## src/rtl/mux_arb_n_if.sv

```systemverilog
// Handshake bundle for mux_arb_n: N valid/ready source channels in, one registered channel out.
// SELW is derived from N and should be left at its default.
interface mux_arb_n_if #(
   parameter int WIDTH = 32,
   parameter int N     = 4,
   parameter int SELW  = $clog2(N)
);
   logic                 mode;
   logic [SELW-1:0]      sel;
   logic [N-1:0]         in_valid;
   logic [N-1:0]         in_ready;
   logic [N*WIDTH-1:0]   in_data;
   logic                 out_valid;
   logic                 out_ready;
   logic [WIDTH-1:0]     out_data;
   logic [SELW-1:0]      out_sel;

   modport master (
      output mode, sel, in_valid, in_data, out_ready,
      input  in_ready, out_valid, out_data, out_sel
   );

   modport slave (
      input  mode, sel, in_valid, in_data, out_ready,
      output in_ready, out_valid, out_data, out_sel
   );
endinterface

```

## src/rtl/mux_arb_n.sv

```systemverilog
// N-way handshaked multiplexer with a single registered output stage.
// Channel choice comes from an external select (mode=0) or a round-robin arbiter (mode=1).
module mux_arb_n #(
   parameter int WIDTH = 32,
   parameter int N     = 4,
   localparam int SELW = $clog2(N)
) (
   input  logic         clk,
   input  logic         rst_n,
   mux_arb_n_if.slave   bus
);

   logic              out_valid_q, out_valid_d;
   logic [WIDTH-1:0]  out_data_q,  out_data_d;
   logic [SELW-1:0]   out_sel_q,   out_sel_d;
   logic [SELW-1:0]   rr_ptr_q,    rr_ptr_d;

   logic [N-1:0]      grant;
   logic [SELW-1:0]   grant_idx;
   logic              grant_any;
   logic              load_en;
   logic              xfer;
   int                idx;

   assign load_en = !out_valid_q || bus.out_ready;

   // Grant is one-hot or empty; round-robin searches upward from rr_ptr with wrap-around.
   always_comb begin
      grant     = '0;
      grant_idx = '0;
      grant_any = 1'b0;
      idx       = 0;
      if (!bus.mode) begin
         if (int'(bus.sel) < N) begin
            grant[bus.sel] = bus.in_valid[bus.sel];
            grant_idx      = bus.sel;
            grant_any      = bus.in_valid[bus.sel];
         end
      end else begin
         for (int k = 0; k < N; k++) begin
            idx = (int'(rr_ptr_q) + k) % N;
            if (!grant_any && bus.in_valid[idx]) begin
               grant[idx] = 1'b1;
               grant_idx  = SELW'(idx);
               grant_any  = 1'b1;
            end
         end
      end
   end

   assign xfer         = load_en && grant_any;
   assign bus.in_ready = (rst_n && load_en) ? grant : '0;

   always_comb begin
      out_valid_d = out_valid_q;
      out_data_d  = out_data_q;
      out_sel_d   = out_sel_q;
      rr_ptr_d    = rr_ptr_q;
      if (xfer) begin
         out_valid_d = 1'b1;
         out_data_d  = bus.in_data[int'(grant_idx)*WIDTH +: WIDTH];
         out_sel_d   = grant_idx;
         // Only arbitrated transfers advance the pointer; externally selected ones leave it alone.
         if (bus.mode) begin
            rr_ptr_d = (grant_idx == SELW'(N-1)) ? '0 : grant_idx + 1'b1;
         end
      end else if (bus.out_ready) begin
         out_valid_d = 1'b0;
      end
   end

   always_ff @(posedge clk or negedge rst_n) begin
      if (!rst_n) begin
         out_valid_q <= 1'b0;
         out_data_q  <= '0;
         out_sel_q   <= '0;
         rr_ptr_q    <= '0;
      end else begin
         out_valid_q <= out_valid_d;
         out_data_q  <= out_data_d;
         out_sel_q   <= out_sel_d;
         rr_ptr_q    <= rr_ptr_d;
      end
   end

   assign bus.out_valid = out_valid_q;
   assign bus.out_data  = out_data_q;
   assign bus.out_sel   = out_sel_q;

endmodule

```

## src/flat_wrapper.sv

```systemverilog
// flat-port wrapper written by rule: the top's interface ports become plain ports
module mux_arb_n_flat 
#(
   parameter int WIDTH = 32,
   parameter int N     = 4,
   localparam int SELW = $clog2(N)
)
  (clk, rst_n, bus_mode, bus_sel, bus_in_valid, bus_in_data, bus_out_ready, bus_in_ready, bus_out_valid, bus_out_data, bus_out_sel);
  mux_arb_n_if #(.WIDTH(WIDTH), .N(N)) bus_i ();
  input  logic clk;
  input  logic rst_n;
  input wire logic [$bits(bus_i.mode)-1:0] bus_mode;
  input wire logic [$bits(bus_i.sel)-1:0] bus_sel;
  input wire logic [$bits(bus_i.in_valid)-1:0] bus_in_valid;
  input wire logic [$bits(bus_i.in_data)-1:0] bus_in_data;
  input wire logic [$bits(bus_i.out_ready)-1:0] bus_out_ready;
  output wire logic [$bits(bus_i.in_ready)-1:0] bus_in_ready;
  output wire logic [$bits(bus_i.out_valid)-1:0] bus_out_valid;
  output wire logic [$bits(bus_i.out_data)-1:0] bus_out_data;
  output wire logic [$bits(bus_i.out_sel)-1:0] bus_out_sel;
  assign bus_i.mode = bus_mode;
  assign bus_i.sel = bus_sel;
  assign bus_i.in_valid = bus_in_valid;
  assign bus_i.in_data = bus_in_data;
  assign bus_i.out_ready = bus_out_ready;
  assign bus_in_ready = bus_i.in_ready;
  assign bus_out_valid = bus_i.out_valid;
  assign bus_out_data = bus_i.out_data;
  assign bus_out_sel = bus_i.out_sel;
  mux_arb_n #(.WIDTH(WIDTH), .N(N)) u_core (.clk(clk), .rst_n(rst_n), .bus(bus_i));
endmodule
```

## config.mk

```make
export PLATFORM = sky130hd
export DESIGN_NAME = mux_arb_n_flat
export DESIGN_NICKNAME = d
export VERILOG_FILES = /design/src/rtl/mux_arb_n_if.sv /design/src/rtl/mux_arb_n.sv /design/src/flat_wrapper.sv
export SDC_FILE = /design/constraint.sdc
export NUM_CORES = 1
export LEC_CHECK = 0
export ABC_AREA = 1
export BUFFER_PORTS_ARGS = -buffer_cell sky130_fd_sc_hd__buf_4
export CAP_MARGIN = 10
export CORE_UTILIZATION = 30
export CTS_BUF_LIST = sky130_fd_sc_hd__clkbuf_2
export DETAILED_ROUTE_END_ITERATION = 12
export PLACE_DENSITY = 0.59
export RECOVER_POWER = 25
export SLEW_MARGIN = 20
export SYNTH_ARGS = -nofsm -noshare
export SYNTH_HDL_FRONTEND = slang
export SYNTH_SLANG_ARGS = --single-unit
export TNS_END_PERCENT = 1
```

## constraint.sdc

```tcl
create_clock -name clk -period 3.51 [get_ports clk]
set_clock_uncertainty 0.05 [all_clocks]
set_input_delay 0.702 -clock clk [delete_from_list [all_inputs] [get_ports clk]]
set_output_delay 0.702 -clock clk [all_outputs]
set_load 0.005 [all_outputs]
```

==> impl_results.md <==
* Run status: finished clean
* Number of flops mapped to enable cells by yosys at 0
* CP max FO at 5
* Synth area leaders: dfrtp_1, nand2_1, nand3_1
* Final nets at between 800 and 900
* Async SR Flop Fraction at 100.0%
* Die W at between 100 and 150 um
* Worst-Skew Late Latency at 0.39 ns
* Full die area at about 12000 um^2
* First-pass GRT wire length at between 15000 and 20000 um
* Vert. Die Dim at 109.5 um
* Sink Count at 37
* CP arrival at 2.44 ns
* Pre-CTS setup slack at 0.4137 ns
* Power density over cell area at ~630 nW/um^2
* Via/cell ratio at 4.532
* Area delta synth->final at 41.93%
* Overall routing resource usage at 18.37%
* Leakage at 2.982 nW
* Mapped Area at approximately 3500 um^2
* Final HPWL DP at 8637 um
* Top sig layer: met4
* Unrepaired setup endpoints after global routing: no
* Total core area at 11030 um^2
* Fmax at between 300 and 400 MHz
* CTS Buf Count at 5
* Clock Path Buffers at 2
* Netlist cell types at 28
* Flops & latches, synth at 37
* Met3 WL post-DR at approximately 530 um
* Required time of the critical path at 2.76 ns
* Vias in the first global route at 3832
* Rel. slew slack at 30.94%
* Met2 wire len at between 5000 and 6000 um
* Setup Total Neg Slack at 0 ns
* Post-Route M1 WL at 4958 um
* Final min period at 3.189 ns
* Net count after synthesis at 730
* Port bufs at ~180
* Pin count of the biggest net entering global routing at 39
* Post-Synthesis Cells at slightly below 600
* Initial antenna violation count at 0
* CTS tree: done
* Remaining DRCs at 0
* Final Hold Violating Endpoints at 0
* Total number of vias at 4038
* Synth top area share at roughly a quarter
* Drt pass-1 iters at 4
* Worst-Margin Slew at 1.035 ns
* Setup slack after layout at 0.3213 ns
* Worst setup SP type: flop
* Top-count cell post-synth: nand2_1
* Row count at 38
* Final antenna-violating net count at 0
* Post-synth top area cell: dfrtp_1
* Starting Density at 31.43%
* GRT overflow at 0
* Tcrit/Tclk final at 90.85%
* Critical Path End Type: output pin
* Placer congestion estimate at 0.8699
* Syn Area/Cell at 5.937 um^2
* Antenna Cells at 0
* Slew Viols, Final at 0
* Sequential fraction of the synthesis area at about a quarter
* Top FF cell, synth: dfrtp_1
* Fraction of layout cells with a size suffix above 1 at 29.16%
* Final setup viols at 0
* Wire per inst at 12.56 um
* Hold-fix buffers, CTS at 0
* Commonest cells in the netlist: nand2_1, inv_1, nand3_1, dfrtp_1, or2_1
* Routed wire length at 11190 um
* Worst Hold Class: input port to asynchronous set/reset pin
* Synth warn at 0
* Peak supply drop at roughly 260 uV
* Critical path class: flop to output pin
* Max Cap Viol at 0
* H-tree lvl count at 2
* Clk root buf: clkbuf_2
* DRT iter0 DRCs at 211
* IO Pins at ~180
* CTS clock-pin slew for the worst setup and hold paths at 0.22 ns
## cells by family after synthesis
logic type,after synthesis,share of synthesized area [%]
DFF,37,26.71
and+or+nand+nor,362,47.49
buffers and inverters,159,19.74
adders and majority gates,8,2.887
AOI/OAI and AO/OA,18,3.176
## final cells by class
cell class	count	area, um^2
Clock buffer	5	25.02
Clock inverter	3	17.52
Fill cell	1173	6110
Inverter	131	500.5
Multi-Input combinational cell	388	1872
Sequential cell	37	927.1
Tap cell	140	175.2
Timing Repair Buffer	187	1404
## state kept, by name, indices dropped and copies added (netlist names)
signal                cells
u_core.bus.out_data      32
u_core.bus.out_valid      1
u_core.rr_ptr_q           2
u_core.bus.out_sel        2
## placed cells by master, fill, tap and decap left out, types with 7 or more instances in the layout
| master | instances |
|---|---|
| buf_4 | 187 |
| dfrtp_1 | 36 |
| ha_1 | 7 |
| inv_1 | 125 |
| nand2_1 | 193 |
| nand3_1 | 120 |
| nor2_1 | 9 |
| or2_1 | 20 |
## path summary, 6_finish.rpt
| path | startpoint | end | slack (ns) | depth (start not counted) |
|---|---|---|---|---|
| max reg2reg | u_core.rr_ptr_q[1] | u_core.bus.out_data[12] | 0.71 | 12 |
| max in group asynchronous | rst_n | u_core.rr_ptr_q[1] | 2.82 | 1 |
| min | rst_n | u_core.bus.out_data[21] | 0.19 | 1 |
| min reg2reg | u_core.bus.out_data[8] | u_core.bus.out_data[8] | 0.46 | 2 |
| min in group clk | u_core.bus.out_data[8] | u_core.bus.out_data[8] | 0.46 | 2 |
| max | u_core.rr_ptr_q[1] | bus_in_ready[2] | 0.32 | 13 |
## worst max-delay path: stages (launching register included)
cell and delay, ns:
dfrtp_2 0.43, clkinvlp_4 0.15, ha_4 0.32, inv_1 0.05, nand3_1 0.08, nand2_2 0.10, nor2_2 0.21, inv_1 0.07
o21ai_0 0.15, a21oi_1 0.05, o21ai_0 0.09, nand2_1 0.07, a21oi_1 0.15, buf_4 0.13
## power by group
part,switching (mW),total (mW),internal [mW]
Sequential,0.132,0.768,0.636
Combinational,1.21,2.11,0.894
Clock,0.155,0.203,0.0472
## what timing repair did
| action | 4_1_cts | 5_1_grt |
|---|---|---|
| setup buffers | 1 | 3 |
| endpoints found under the hold margin | 0 | 0 |
| endpoints found under the setup margin | 3 | 4 |
| resized for setup | 2 | 3 |
## stage by stage
step / cells / power [mW] / instance area, um^2 / hold WS (ns) / util, %
4_1_cts: 888 / 3.073 / 4883 / 0.1795 / 44.27
3_5_place_dp: 879 / 2.840 / 4828 / 0.4231 / 43.77
6_report: 891 / 3.079 / 4921 / 0.1914 / 44.61
5_1_grt: 891 / 3.411 / 4921 / 0.1859 / 44.61
2_1_floorplan: 584 / 2.133 / 3467 / 0.3564 / -
3_3_place_gp: 879 / 2.822 / 4828 / 0.4162 / 43.77
## layer usage
layer  up-vias  GRT usage [%]
met5         -              0
met4         0          5.905
met3        15          2.905
met2       111          32.03
met1      1825          23.03
li1       2087              -
Power figures use the tool's default switching activity.
